==> config.mk <==
export PLATFORM = sky130hd
export DESIGN_NAME = rx_word_assembler
export DESIGN_NICKNAME = d
export VERILOG_FILES = /design/src/rtl/rx_word_assembler.sv
export SDC_FILE = /design/constraint.sdc
export NUM_CORES = 1
export LEC_CHECK = 0
export CAP_MARGIN = 20
export CORE_MARGIN = 1.5
export CORE_UTILIZATION = 47
export DETAILED_ROUTE_END_ITERATION = 16
export DONT_BUFFER_PORTS = 1
export HOLD_SLACK_MARGIN = 0.15
export PLACE_DENSITY_LB_ADDON = 0.25
export SLEW_MARGIN = 30
export SYNTH_ARGS = -nofsm -noshare
export SYNTH_HDL_FRONTEND = slang
export SYNTH_SLANG_ARGS = --single-unit
==> constraint.sdc <==
create_clock -name i_clock -period 2.6 [get_ports i_clock]
set_input_delay 0.52 -clock i_clock [delete_from_list [all_inputs] [get_ports i_clock]]
set_output_delay 0.52 -clock i_clock [all_outputs]
set_load 0.03 [all_outputs]
==> src/rtl/rx_word_assembler.sv <==
// Packs NB_BYTES received UART bytes little-endian into one word, presented over valid/ready.
// One word of buffering behind the output register, sticky overrun, inter-byte timeout.
module rx_word_assembler #(
  parameter int unsigned NB_DATA       = 8,
  parameter int unsigned NB_BYTES      = 4,
  parameter int unsigned TIMEOUT_TICKS = 320
) (
  input  logic                             i_clock,
  input  logic                             i_reset,
  input  logic                             i_rx_done_tick,
  input  logic [NB_DATA-1:0]               i_rx_data,
  input  logic                             i_s_tick,
  input  logic                             i_ready,
  input  logic                             i_clear_overrun,
  output logic                             o_valid,
  output logic [NB_DATA*NB_BYTES-1:0]      o_word,
  output logic [$clog2(NB_BYTES)-1:0]      o_byte_count,
  output logic                             o_overrun,
  output logic                             o_timeout
);

  localparam int unsigned NB_WORD  = NB_DATA * NB_BYTES;
  localparam int unsigned NB_IDX   = $clog2(NB_BYTES);
  localparam int unsigned NB_CNT   = (TIMEOUT_TICKS > 1) ? $clog2(TIMEOUT_TICKS) : 1;
  localparam int unsigned CNT_LAST = (TIMEOUT_TICKS > 0) ? TIMEOUT_TICKS - 1 : 0;
  localparam logic [NB_IDX-1:0] IDX_LAST = NB_IDX'(NB_BYTES - 1);

  logic [NB_WORD-1:0] asm_q;
  logic [NB_WORD-1:0] asm_next;
  logic               asm_full;
  logic [NB_IDX-1:0]  idx;
  logic [NB_CNT-1:0]  cnt;

  logic out_free;
  logic last;
  logic accept;
  logic drain;
  logic load_direct;
  logic overrun_set;
  logic expire;

  // Handshake, accept/drain decisions and the assembly word with the incoming byte merged in.
  // While asm_full is set idx is always 0, so a byte arriving with a drain lands in slice 0.
  always_comb begin
    out_free    = ~o_valid | i_ready;
    last        = (idx == IDX_LAST);
    accept      = i_rx_done_tick & (~asm_full | out_free);
    drain       = asm_full & out_free;
    load_direct = accept & last & out_free;
    overrun_set = i_rx_done_tick & asm_full & ~out_free;
    expire      = (TIMEOUT_TICKS != 0) && (idx != '0) && !asm_full && i_s_tick &&
                  (cnt == NB_CNT'(CNT_LAST)) && !accept;
    asm_next    = asm_q;
    for (int unsigned b = 0; b < NB_BYTES; b++) begin
      if (idx == NB_IDX'(b)) asm_next[b*NB_DATA +: NB_DATA] = i_rx_data;
    end
  end

  always_ff @(posedge i_clock) begin
    if (i_reset) begin
      asm_q     <= '0;
      asm_full  <= 1'b0;
      idx       <= '0;
      cnt       <= '0;
      o_valid   <= 1'b0;
      o_word    <= '0;
      o_overrun <= 1'b0;
      o_timeout <= 1'b0;
    end else begin
      if (accept) asm_q <= asm_next;

      if (drain)                        asm_full <= 1'b0;
      else if (accept & last & ~out_free) asm_full <= 1'b1;

      if (accept)      idx <= last ? '0 : idx + NB_IDX'(1);
      else if (expire) idx <= '0;

      // Output register: a new word may load on the same cycle the previous one transfers.
      if (load_direct) begin
        o_word  <= asm_next;
        o_valid <= 1'b1;
      end else if (drain) begin
        o_word  <= asm_q;
        o_valid <= 1'b1;
      end else if (o_valid & i_ready) begin
        o_valid <= 1'b0;
      end

      if ((TIMEOUT_TICKS == 0) || accept || (idx == '0) || expire) cnt <= '0;
      else if (i_s_tick)                                         cnt <= cnt + NB_CNT'(1);

      o_timeout <= expire;

      if (overrun_set)          o_overrun <= 1'b1;
      else if (i_clear_overrun) o_overrun <= 1'b0;
    end
  end

  assign o_byte_count = idx;

endmodule
* Yosys cells after proc, flatten, opt, wreduce, memory -nomap -nowiden
Cells that the tools add are included.
** Cells by class
- Add/subtract/negate cells :: 2
- Eq/ne operators :: 4
- Muxes and demuxes :: 14
- Bitwise logic cells :: 13
- Reductions and logical operators :: 16
** Operators by type and width (count)
- 32-bit two-way mux :: 2
- 8-bit two-way mux :: 4
- 9-bit by 1-bit adder with 9-bit output, second input constant :: 1
- 9-bit equality test, second input constant :: 1
- 1-bit bitwise AND :: 8
- 2-bit nonzero test :: 4
- 2-bit two-way mux :: 3
- 1-bit two-way mux :: 5
- 2-bit equality test, second input constant :: 2
- 1-bit logical AND :: 4
- 2-bit OR reduction :: 2
- 1-bit inverter :: 3
- 3-bit nonzero test :: 1
- 2-bit by 1-bit adder with 2-bit output, second input constant :: 1
- 2-bit by 1-bit equality test with 1-bit output, second input constant :: 1
- 1-bit zero test :: 2
- 2-bit zero test :: 1
- 1-bit logical OR :: 2
- 1-bit bitwise OR :: 2
** Storage, ports and cells
- Bits in registers :: 79
- Input port bits :: 14

* Longest topological paths before layout
- Depth after elaboration :: 8
- Mapped depth :: 7

* Worst setup path after synthesis
Ideal clock, no wire load.
- Path type :: reg2reg
- Start point :: register idx[0], in the netlist o_byte_count[0]
- End point :: register cnt[8]
- Library setup time :: 0.131 ns
- Arrival :: 1.797 ns
- Slack :: 0.671 ns
- Stages on the path, launching flop included :: 6
- Buffers on the path :: 0
- Cell sequence :: dfxtp_1 > inv_1 > ha_1 > or4_4 > a2111oi_0 > nor3_1
** On the way
- Longest elaborated chain between the ends :: 7
** Ends and longest elaborated chain
- from (decl) :: RTL line 31 : logic [NB_IDX-1:0] idx;
- from (signal assigned) :: RTL line 75 : if (accept) idx <= last ? '0 : idx + NB_IDX'(1);
- 2-bit nonzero test :: RTL line 51 : expire = (TIMEOUT_TICKS != 0) && (idx != '0) && !asm_full && i_s_tick &&
- 1-bit logical AND (3 in a row) :: RTL line 51
- 1-bit logical AND :: RTL line 52 : (cnt == NB_CNT'(CNT_LAST)) && !accept;
- 1-bit logical OR * :: RTL line 89 : if ((TIMEOUT_TICKS == 0) || accept || (idx == '0) || expire) cnt <= '0;
- 2-bit OR reduction (no source line) *
- to (signal assigned) :: RTL line 90 : else if (i_s_tick) cnt <= cnt + NB_CNT'(1);
- to (decl) :: RTL line 32 : logic [NB_CNT-1:0] cnt;
Every way passes the cells marked *; elsewhere a longest branch is shown, timed or not.
A chain may end at the register's enable or synchronous reset.

* Worst setup path in the final report
- Start point :: register idx[0], in the netlist o_byte_count[0]
- End point :: register o_word[10]
** On the way
- Longest elaborated chain between the ends :: 4
** Ends and longest elaborated chain
- 2-bit equality test :: RTL line 46 : last = (idx == IDX_LAST);
- 1-bit bitwise AND (2 in a row) :: RTL line 49 : load_direct = accept & last & out_free;
- 32-bit two-way mux / 2-bit nonzero test (equally long branches)
- to (signal assigned) :: RTL line 80 : o_word <= asm_next;
- to (signal assigned) :: RTL line 83 : o_word <= asm_q;
- to (decl) :: RTL line 16 : output logic [NB_DATA*NB_BYTES-1:0] o_word,
Several ways; a longest one is shown, not always the timed one.

==> impl_summary.md <==
GRT
The global routing met2 resource utilization is 0.2920. The global-route congestion overflow total is 0. The overall fraction of global-route tracks in use is 0.1962. Entering global routing, the biggest net connects 86 pins.

The met1 demand-to-capacity share in global routing is 0.2707. The met3 track demand over resource is 0.06176. The first-pass GRT wire length is ~13 mm. The via count of the first global-routing pass was about 2300. The busiest metal layer after global routing is met2. The initial antenna violation count is 0.

STA
The part of the cycle the worst path needs is 0.8276. Setup repair after global routing left no endpoint under its margin. Clock skew on the completed layout was measured at roughly 0.014 ns. The final hold violation count came to 0. The total count of max-transition violations in the final report is 0. The worst path in the final design needs a cycle of between 2 and 2.5 ns, including I/O delays and setup. Setup violations remaining at the end of the flow were counted as 0. The worst setup margin is between 0.4 and 0.5 ns. The post-route setup TNS is 0 ns. In this run the tightest slew margin relative to its limit is 0.4039. The minimum hold slack is between 0.2 and 0.25 ns. At the pin with the least slew margin, the transition time is 0.8918 ns. The maximum clock rate is roughly 0.46 GHz.

Floorplan
The floorplan step set the die width to between 80 and 90 µm. The floorplan has 31 rows. The core region is 7253 µm². The die covers ~8100 µm². The effective utilization at floorplan is 0.4880. The vertical extent of the die is between 80 and 90 µm. During I/O placement, the number of pins put on the boundary was about 50.

Clock tree
At the later pin of the worst-skew pair, clock insertion delay measures approximately 0.36 ns. The worst-case clock buffer depth is 2. The clock sink count is 79. Counting the buffers created by CTS gives 9. The clock tree from TritonCTS is built. The buffer count from post-CTS setup fixing is 0. After clock tree synthesis, the clock-pin slew on the worst setup and hold paths is roughly 0.080 ns.

After clock tree synthesis, the flow added hold-fix buffers numbering 0. The H-tree was split into 3 levels. The post-cts gate resize count is 0.

The root buffer cell is clkbuf_8.

Flow run
The max capacitance violation total is 0.

Logic synthesis
During synthesis, Yosys emitted a total of 0 warnings. By area the synthesized netlist is led by dfxtp_1, mux2i_1, nand2b_1, a221o_1, nor4b_1. The synthesized design contains 79 register bits. The dominant synthesized flop cell is dfxtp_1. The register area share after synthesis is 0.4468.

The synthesized cell area is around 3500 µm². The post-synthesis average cell area is around 10 µm². The cell count after synthesis came out at 339. Of the post-synthesis cell area, the dominant cell type holds 0.4468. The synthesized design contains 0 enable-type register cells. The async set or reset register ratio after synthesis is 0. The unique cell type count in the Yosys netlist is 44. The largest area contributor in the netlist is dfxtp_1. The number of nets produced by synthesis is around 360.

Power and ir drop
The total leakage power is about 0.0014 µW. The total power divided by cell area is ~640 nW/µm². IR analysis of the VDD net gives a maximum drop of ~0.0004 V.

Routing
The detail-routed via count per cell is ~5.8. The detailed router's first-iteration violation count is between 150 and 200. Detailed routing inserted a total of 2501 vias. The number of iterations in the first detailed-routing pass is 4. The detail route stage leaves a number of antenna-violating nets equal to 0. After detailed routing, the average wire length per cell comes to about 18 µm. The detailed-route wire length is between 7 and 8 mm. The number of design rule violations left after detail routing is 0.

Critical path
The highest fanout seen on the critical path is 8. The required time reported for the critical path endpoint is slightly below 3 ns. The number of cells on the worst reg-to-reg path is 4. The slack of the worst reg-to-reg path is 0.45 ns. The critical path startpoint category is a flip-flop.

On the worst path, the slowest cell contributes a delay of roughly 0.80 ns. The worst flop-to-flop path endpoint is o_word[10]. At the worst endpoint, the arrival time is about 2.5 ns. On the critical path, the stage with the largest delay is an instance of nor4b_2.

The worst flop-to-flop path startpoint is o_byte_count[0]. Walking the worst path, the cells encountered are ha_1 -> a21oi_1 -> nor4b_2 -> a221o_1. The worst setup path is captured at a flip-flop.

The category of the critical setup timing path is flip-flop to flip-flop.

Layout
The post-layout utilization of the core is 0.5211. The fraction of final layout cells with drive strength greater than 1 is 0.1021. The number of standard cells in the layout, taps in and fillers out is 432. The number of antenna diodes in the final layout is 0.

Relative to the synthesized area, the layout overhead comes to 6.787%. The final layout contains about 350 nets.

Placed design
The routability-driven placement congestion ratio is 0.7500. Detailed placement ended at an HPWL of around 5.2 mm. The count of buffers added on input and output ports is 0. The worst setup slack after placement is a little under 0.5 ns.

The number of placed instances, taps included is roughly 420.

Worst hold path
The startpoint identified for the worst hold timing path is i_reset. The path class of the lowest-slack min-delay path is input port to flip-flop. The path with the worst hold slack has its endpoint at asm_q[27]. Along the worst hold path, the cell count comes to 1.

Run status
The run finished with clean final reports.
per-stage QoR:
stage / cell area [µm²] / total power (µW)
6_report: 3780 / 2428
3_5_place_dp: 3551 / 1414
3_3_place_gp: 3543 / 1410
2_1_floorplan: 3540 / 1414
4_1_cts: 3780 / 2443
5_1_grt: 3780 / 2516
worst max-delay path by stage:
| stage | from | cells past startpoint | end |
|---|---|---|---|
| 2_1_floorplan | o_byte_count[0] | 5 | cnt[8] |
| 3_3_place_gp | o_byte_count[0] | 4 | o_word[12] |
| 3_5_place_dp | o_byte_count[0] | 4 | o_word[14] |
| 4_1_cts | o_byte_count[0] | 4 | o_word[10] |
| 5_1_grt | o_byte_count[0] | 4 | o_word[12] |
| 6_report | o_byte_count[0] | 4 | o_word[10] |
synthesized netlist by cell type, types with 5 or more instances:
master and n:
nor4b_1 24, o21ai_0 11, nor3_1 6, clkbuf_1 10, mux2i_1 33, a211oi_1 10, dfxtp_1 79, nand3_1 14
ha_1 5, a21oi_1 20, nand2b_1 41, a221o_1 24, buf_2 6
cells in the final DEF (no fill, tap or decap), types with 4 or more instances in the layout:
| cell type | instances |
|---|---|
| nand2b_1 | 41 |
| nand3_1 | 14 |
| nor3_1 | 6 |
| a211oi_1 | 10 |
| buf_4 | 6 |
| ha_1 | 5 |
| clkbuf_8 | 10 |
| a221o_1 | 24 |
| mux2i_1 | 33 |
| dfxtp_1 | 79 |
| a21oi_1 | 20 |
| nor2_1 | 4 |
| nor4b_1 | 24 |
| o21ai_0 | 11 |
per-layer routing:
metal / part of all wire / vias to the layer above
li1: - / 1252
met1: 0.49 / 1193
met2: 0.44 / 48
met3: 0.057 / 8
met4: 0.011 / 0
met5: 0 / -
worst max-delay path: cells and delay by family, from the launching register on:
family	cells	cell delay, ns
AND/OR/NAND/NOR	1	0.80
adder cells (fa/ha/maj)	1	0.37
AO/OA/AOI/OAI	2	0.52
flip-flops	1	0.41
logic make-up (layout without fill, tap and decap cells):
group	Yosys count	after routing	share of synthesized area
AND/OR/NAND/NOR	115	115	0.2315
flip-flops	79	79	0.4468
AO/OA/AOI/OAI	72	72	0.1502
multiplexers	33	33	0.09332
buffers and inverters	31	25	0.05055
adder cells (fa/ha/maj)	5	5	0.01767
XOR/XNOR	4	4	0.009899
sequential cells by signal, summed over array words and instances, names as in the netlist:
| register | count |
|---|---|
| asm_full | 1 |
| asm_q | 32 |
| cnt | 9 |
| o_byte_count | 2 |
| o_overrun | 1 |
| o_timeout | 1 |
| o_valid | 1 |
| o_word | 32 |
power by group:
group | total [µW] | internal (µW) | switching (µW)
registers | 1260 | 1240 | 24.7
clock network | 1040 | 574 | 469
logic | 124 | 58.8 | 65.4
final cells by class:
class / instances / area [µm²]
multi-input combinational: 229 / 1789
inverter: 3 / 11.26
tap: 99 / 123.9
clock buffer: 10 / 137.6
clock inverter: 6 / 91.34
sequential: 79 / 1582
fill: 685 / 3473
timing repair buffer: 6 / 45.04
Power figures use the tool's default switching activity.
